File: config.mk
export PLATFORM = sky130hd
export DESIGN_NAME = div_seq_32
export DESIGN_NICKNAME = d
export VERILOG_FILES = /design/src/rtl/div_seq_32.sv
export SDC_FILE = /design/constraint.sdc
export NUM_CORES = 1
export LEC_CHECK = 0
export ABC_AREA = 1
export ABC_CLOCK_PERIOD_IN_PS = 3600
export CAP_MARGIN = 10
export CORE_UTILIZATION = 61
export CTS_CLUSTER_SIZE = 8
export DETAILED_ROUTE_END_ITERATION = 8
export GPL_TIMING_DRIVEN = 0
export PLACE_DENSITY_LB_ADDON = 0.3
export SLEW_MARGIN = 15
export SYNTH_ARGS = -nofsm -noshare
export SYNTH_HDL_FRONTEND = slang
export SYNTH_SLANG_ARGS = --single-unit
File: constraint.sdc
create_clock -name clk -period 3.6 [get_ports clk]
set_clock_uncertainty 0.05 [all_clocks]
set_input_delay 0.9 -clock clk [delete_from_list [all_inputs] [get_ports clk]]
set_output_delay 0.9 -clock clk [all_outputs]
set_load 0.05 [all_outputs]
File: src/rtl/div_seq_32.sv
// Sequential 32/32 restoring divider, one quotient bit per cycle.
// Define DIV_SIGNED_EN for two's-complement operands (default: unsigned).
module div_seq_32 (
  input  logic        clk,
  input  logic        rst,
  input  logic        start,
  input  logic [31:0] X,
  input  logic [31:0] Y,
  output logic [31:0] Q,
  output logic [31:0] R,
  output logic        busy,
  output logic        done,
  output logic        div_zero
);

  typedef enum logic [1:0] {IDLE, RUN, DONE} state_t;

  state_t      state;
  logic [4:0]  cnt;
  logic [31:0] rem;
  logic [31:0] quo;
  logic [31:0] dvs;
  logic [32:0] rem_sh;
  logic [32:0] diff;
  logic [31:0] rem_nx;
  logic [31:0] quo_nx;
  logic [31:0] q_fin;
  logic [31:0] r_fin;
  logic [31:0] x_ld;
  logic [31:0] y_ld;
`ifdef DIV_SIGNED_EN
  logic        neg_q;
  logic        neg_r;
`endif

  // One restoring step: shift, trial-subtract, keep if non-negative
  always_comb begin
    rem_sh = {rem, quo[31]};
    diff   = rem_sh - {1'b0, dvs};
    if (diff[32]) begin
      rem_nx = rem_sh[31:0];
      quo_nx = {quo[30:0], 1'b0};
    end else begin
      rem_nx = diff[31:0];
      quo_nx = {quo[30:0], 1'b1};
    end
  end

  // Operand magnitudes at load, sign fix-up folded into the last step
  always_comb begin
`ifdef DIV_SIGNED_EN
    x_ld  = X[31] ? (~X + 32'd1) : X;
    y_ld  = Y[31] ? (~Y + 32'd1) : Y;
    q_fin = neg_q ? (~quo_nx + 32'd1) : quo_nx;
    r_fin = neg_r ? (~rem_nx + 32'd1) : rem_nx;
`else
    x_ld  = X;
    y_ld  = Y;
    q_fin = quo_nx;
    r_fin = rem_nx;
`endif
  end

  // Control FSM with registered result and status outputs
  always_ff @(posedge clk) begin
    if (rst) begin
      state    <= IDLE;
      cnt      <= 5'd0;
      rem      <= 32'd0;
      quo      <= 32'd0;
      dvs      <= 32'd0;
      Q        <= 32'd0;
      R        <= 32'd0;
      busy     <= 1'b0;
      done     <= 1'b0;
      div_zero <= 1'b0;
`ifdef DIV_SIGNED_EN
      neg_q    <= 1'b0;
      neg_r    <= 1'b0;
`endif
    end else begin
      unique case (state)
        IDLE: begin
          done <= 1'b0;
          if (start) begin
            busy <= 1'b1;
            cnt  <= 5'd0;
            if (Y == 32'd0) begin
              state    <= DONE;
              Q        <= 32'hFFFF_FFFF;
              R        <= X;
              done     <= 1'b1;
              div_zero <= 1'b1;
            end else begin
              state    <= RUN;
              rem      <= 32'd0;
              quo      <= x_ld;
              dvs      <= y_ld;
              div_zero <= 1'b0;
`ifdef DIV_SIGNED_EN
              neg_q    <= X[31] ^ Y[31];
              neg_r    <= X[31];
`endif
            end
          end
        end
        RUN: begin
          rem <= rem_nx;
          quo <= quo_nx;
          cnt <= cnt + 5'd1;
          if (cnt == 5'd31) begin
            state <= DONE;
            Q     <= q_fin;
            R     <= r_fin;
            done  <= 1'b1;
          end
        end
        DONE: begin
          state <= IDLE;
          done  <= 1'b0;
          busy  <= 1'b0;
        end
        default: begin
          state <= IDLE;
          done  <= 1'b0;
          busy  <= 1'b0;
        end
      endcase
    end
  end

endmodule

Word-level counts from Yosys, hierarchy flattened
Index checks and enable logic that the tools add are counted.
{ "word_totals": {"regBits": 170, "latch_bits": 0, "mem_bits_rw": 0, "romBits": 0, "inputBits": 67, "out_inout_bits": 67, "elab_cells": 58, "memories": 0} }
{ "classes": {"add_sub_neg": 2, "multipliers": 0, "div_mod_pow": 0, "order_cmp": 0, "eq_ne": 6, "shifts": 0, "mux": 28, "bitwise_logic": 2, "n_reduce_logical": 10} }
{ "op_table": {"columns": ["cell", "count"], "rows": [
  ["32-bit two-way mux", 11],
  ["32-bit case mux with 2 select lines", 4],
  ["33-bit by 32-bit subtractor with 33-bit output", 1],
  ["32-bit zero test", 1],
  ["5-bit case mux with 2 select lines", 1],
  ["2-bit != test (second input constant)", 4],
  ["2-bit AND reduction", 4],
  ["2-bit two-way mux", 3],
  ["3-bit AND reduction", 2],
  ["5-bit by 1-bit adder with 5-bit output (second input constant)", 1],
  ["5-bit equality test (second input constant)", 1],
  ["1-bit two-way mux", 5],
  ["5-bit two-way mux", 1],
  ["1-bit case mux with 2 select lines", 2],
  ["2-bit case mux with 2 select lines", 1],
  ["4-bit AND reduction", 1],
  ["2-bit by 1-bit equality test with 1-bit output (second input constant)", 1],
  ["2-bit zero test", 1],
  ["1-bit NOT", 2],
  ["2-bit nonzero test", 1]
]} }

Logic depth before layout (Yosys ltp)
{ "logic_depth": {"ltp_word": 4, "mapped_depth": 19, "mapped_depth_nobuf": 18} }

Worst setup path before layout
OpenSTA, ideal clock, no wires.
{ "synth_timing": {"path_kind": "input to register", "from": "input port Y[15]", "to": "register R[27]", "setup_ns": 0.109, "t_arrival_ns": 2.106, "required_ns": 3.441, "slack_ns": 1.335, "cell_stages": 11, "path_buffers": 1, "path_cell_list": "nor4_1 -> nand3_1 -> nor2_1 -> nor2_1 -> inv_1 -> nand2_1 -> clkbuf_1 -> nor2_1 -> nand3_1 -> nand2_1 -> inv_1"} }
{ "synth_between": {"elab_chain_cells": 3} }
{ "synth_lines": {"columns": ["element", "line_no", "rtl"], "rows": [
  ["start, declared", "8", "input logic [31:0] Y,"],
  ["32-bit zero test", "88", "if (Y == 32'd0) begin"],
  ["2-bit != test (no source line)", null, null],
  ["4-bit AND reduction (no source line)", null, null],
  ["end signal, assigned", "114", "R <= r_fin;"],
  ["end, declared", "10", "output logic [31:0] R,"]
]} }
Every way passes these cells.
A chain may end at the register's enable or synchronous reset.

Final worst setup path
{ "layout_timing": {"from": "input port Y[15]", "to": "register dvs[16]"} }
{ "layout_between": {"elab_chain_cells": 3} }
{ "layout_lines": {"columns": ["element", "line_no", "rtl"], "rows": [
  ["32-bit zero test", "88", null],
  ["1-bit NOT (no source line)", null, null],
  ["3-bit AND reduction (no source line)", null, null],
  ["end signal, assigned", "98", "dvs <= y_ld;"],
  ["end, declared", "22", "logic [31:0] dvs;"]
]} }
Every way passes these cells.

==> flow_metrics.tcl <==
set metrics [dict create \
    ys_ff_latch 170 \
    yosysTopAreaCellShare 0.329 \
    place.gp.congestion 1.01 \
    status "finished clean" \
    synth_common_cells "nand2_1, inv_1, nor2_1" \
    htreeDepth 4 \
    synth_area_per_cell_um2 6.36 \
    dpl.hpwl_um 24200 \
    wl_um 31000 \
    ys_warn_count 0 \
    synth_area_leaders "dfxtp_1, nand2_1, inv_1, nand3_1, nor2_1" \
    yosysUniqueCellTypes 40 \
    final_nets 1878 \
    coreArea_mm2 0.0166 \
    max_cap_violations 0 \
    synth.most_common_cell "nand2_1" \
    fmax_mhz 283 \
    via_count 10900 \
    setup_violations 0 \
    start_kind "input pin" \
    period_share 0.981 \
    peakVddDrop_v 0.000373 \
    grt-ovfl-total 0 \
    wl_per_cell_um 15.4 \
    cp_cell_sequence "clkdlybuf4s50_1 > nor4_2 > nand3_1 > nor2_1 > nor2_1 > nand2_1 > clkbuf_1 > a21oi_1" \
    fin_cells 2009 \
    power_density_mw_per_mm2 462 \
    cts_tree "built" \
    drive_gt1_frac 0.0704 \
    crit_type "input pin to flop" \
    numCtsBuffers 17 \
    drtAntennaViolNets 0 \
    critPathMaxFanout 10 \
    crit_arrival_ns 3.79 \
    grt_util_all_layers 0.364 \
    dr.pass1.iters 5 \
    drc 0 \
    worst_hold_path_type "flop to flop" \
    synth_cells 1625 \
    hold_viol 0 \
    viasPerCell 5.40 \
    worst_slew_pin_slew_ns 0.825 \
    dpl_cell_area_mm2 0.0119 \
    setup_tns_ns 0 \
    floorplan.initialDensity 0.623 \
    slew_headroom 0.450 \
    cellLeakagePower_nw 6.63 \
    crit_required_ns 3.86 \
    io_buffer_count 132 \
    synth_edf_count 0 \
    synth_top_area_cell "dfxtp_1" \
    clk_path_buf_depth 2 \
    synth_area_mm2 0.0103 \
    cts_root_buffer "clkbuf_16" \
    rsz0062_at_grt "no" \
    dp.cells 1977 \
    rows 47 \
    postCtsHoldBufs 0 \
    slew_violations 0 \
    ys_async_sr_fraction 0 \
    clock_latency_ns 0.44 \
    grt_pass1_wl_um 50100 \
    grt_antenna_before_repair 0 \
    crit_top_cell "nor2_1" \
    synth_top_flop_cell "dfxtp_1" \
    die_area_mm2 0.0175 \
    grt_pass1_vias 10200 \
    die_y_um 132 \
    synth_fp_nets 1727 \
    io-pin-count 134 \
    fp.dieW_um 132 \
    initialDrtViolationCount 942 \
    final_area_mm2 0.0125 \
    clkSlewWorstSetupHoldPaths_ns 0.07 \
    period_needed_ns 3.53 \
    end_kind "flop" \
    area_growth_pct 21.4 \
    clkSinkCount 170 \
    critPathMaxStageDelay_ns 0.50 \
    antenna_cells 0 \
    seq_area_frac_synth 0.329 \
    grt_max_degree 19 \
    fillers 1329 \
    crit_path_top_delay_cell "clkbuf_1" \
]
[per-stage QoR]
step                       util  hold slack [ns]  worst slack [ns]  power (mW)
after CTS                 0.756            0.419             0.159        5.75
after detailed placement  0.719            0.408            -0.415        3.86
after floorplan               -            0.383              1.33        3.33
final                     0.756            0.417            0.0698        5.79
after global routing      0.756            0.424           0.00588        6.02
after global placement    0.719            0.396            -0.393        3.83
[registers in the layout, indices dropped and copies added, names as in the netlist]
name	flops
R	32
cnt	5
rem	32
state	2
quo	32
div_zero	1
Q	32
dvs	32
busy	1
done	1
[placed cells by master (no fill, tap or decap), types with 4 or more instances in the layout]
cell             netlist  final
a21oi_1               58     58
and2_1                 6      6
buf_2                 14     14
buf_4                  8      8
buf_6                  4      4
clkbuf_1              37     36
clkbuf_16              0     17
clkdlybuf4s50_1        0    132
dfxtp_1              170    170
ha_1                  34     34
inv_1                287    287
inv_2                  5      5
inv_6                  0      4
inv_8                  0      5
nand2_1              430    430
nand2_2                8      8
nand3_1              153    153
nand3_2               33     33
nand4_1                7      7
nor2_1               181    181
nor2_2                10     10
nor3_1                41     41
nor4_1                 5      4
o211a_1               28     28
o21ai_0               68     68
xor2_1                14     14
[layer usage]
metal  vias up  global-route usage  share of wire
met4         0               0.183          0.041
li1       5354                   -              -
met2       456               0.601           0.46
met3        93              0.0692          0.082
met5         -                   0              0
met1      4948               0.454           0.42
[final timing paths]
kind / slack (ns) / depth (start not counted) / endpoint / from
hold reg to reg: 0.42 / 2 / dvs[26] / dvs[26]
setup / recovery: 0.07 / 8 / dvs[16] / Y[15]
setup reg to reg: 0.91 / 18 / Q[0] / quo[31]
hold / removal: 0.42 / 2 / dvs[26] / dvs[26]
[repair_timing]
item	CTS	global route
buffers inserted	0	0
gates resized for setup	1	2
endpoints found under the setup margin	12	9
pin swaps	0	0
endpoints found under the hold margin	0	0
[layout make-up]
type	count	area [um^2]	share of cell area
multi-input combinational	1092	5430	0.433
sequential	170	3400	0.271
timing repair buffer	132	1320	0.105
inverter	292	1100	0.0874
clock buffer	18	439	0.0350
buffer	71	410	0.0327
tap	220	275	0.0219
clock inverter	14	170	0.0136
[report_power, final]
group	switching (mW)	internal, mW	leakage, nW
Sequential	0.0990	2.05	1.39
Clock	0.900	1.02	0.297
Combinational	1.17	0.557	4.94
[cells by family (layout without fill, tap and decap cells)]
logic type                 after synthesis  count (layout)  share of synthesized area
buffers and inverters                  363             527                      0.146
xor gates and xnor gates                15              15                     0.0127
and+or+nand+nor                        879             879                      0.375
DFF                                    170             170                      0.329
AOI/OAI and AO/OA                      163             163                     0.0942
adders and majority gates               35              35                     0.0431
[critical path: cells and delay by family]
kind,cells,cell delay (ns)
AND/OR/NAND/NOR,5,1.79
buffers and inverters,2,0.95
AO/OA/AOI/OAI,1,0.13
No activity file was read; power rests on OpenSTA's default activity.
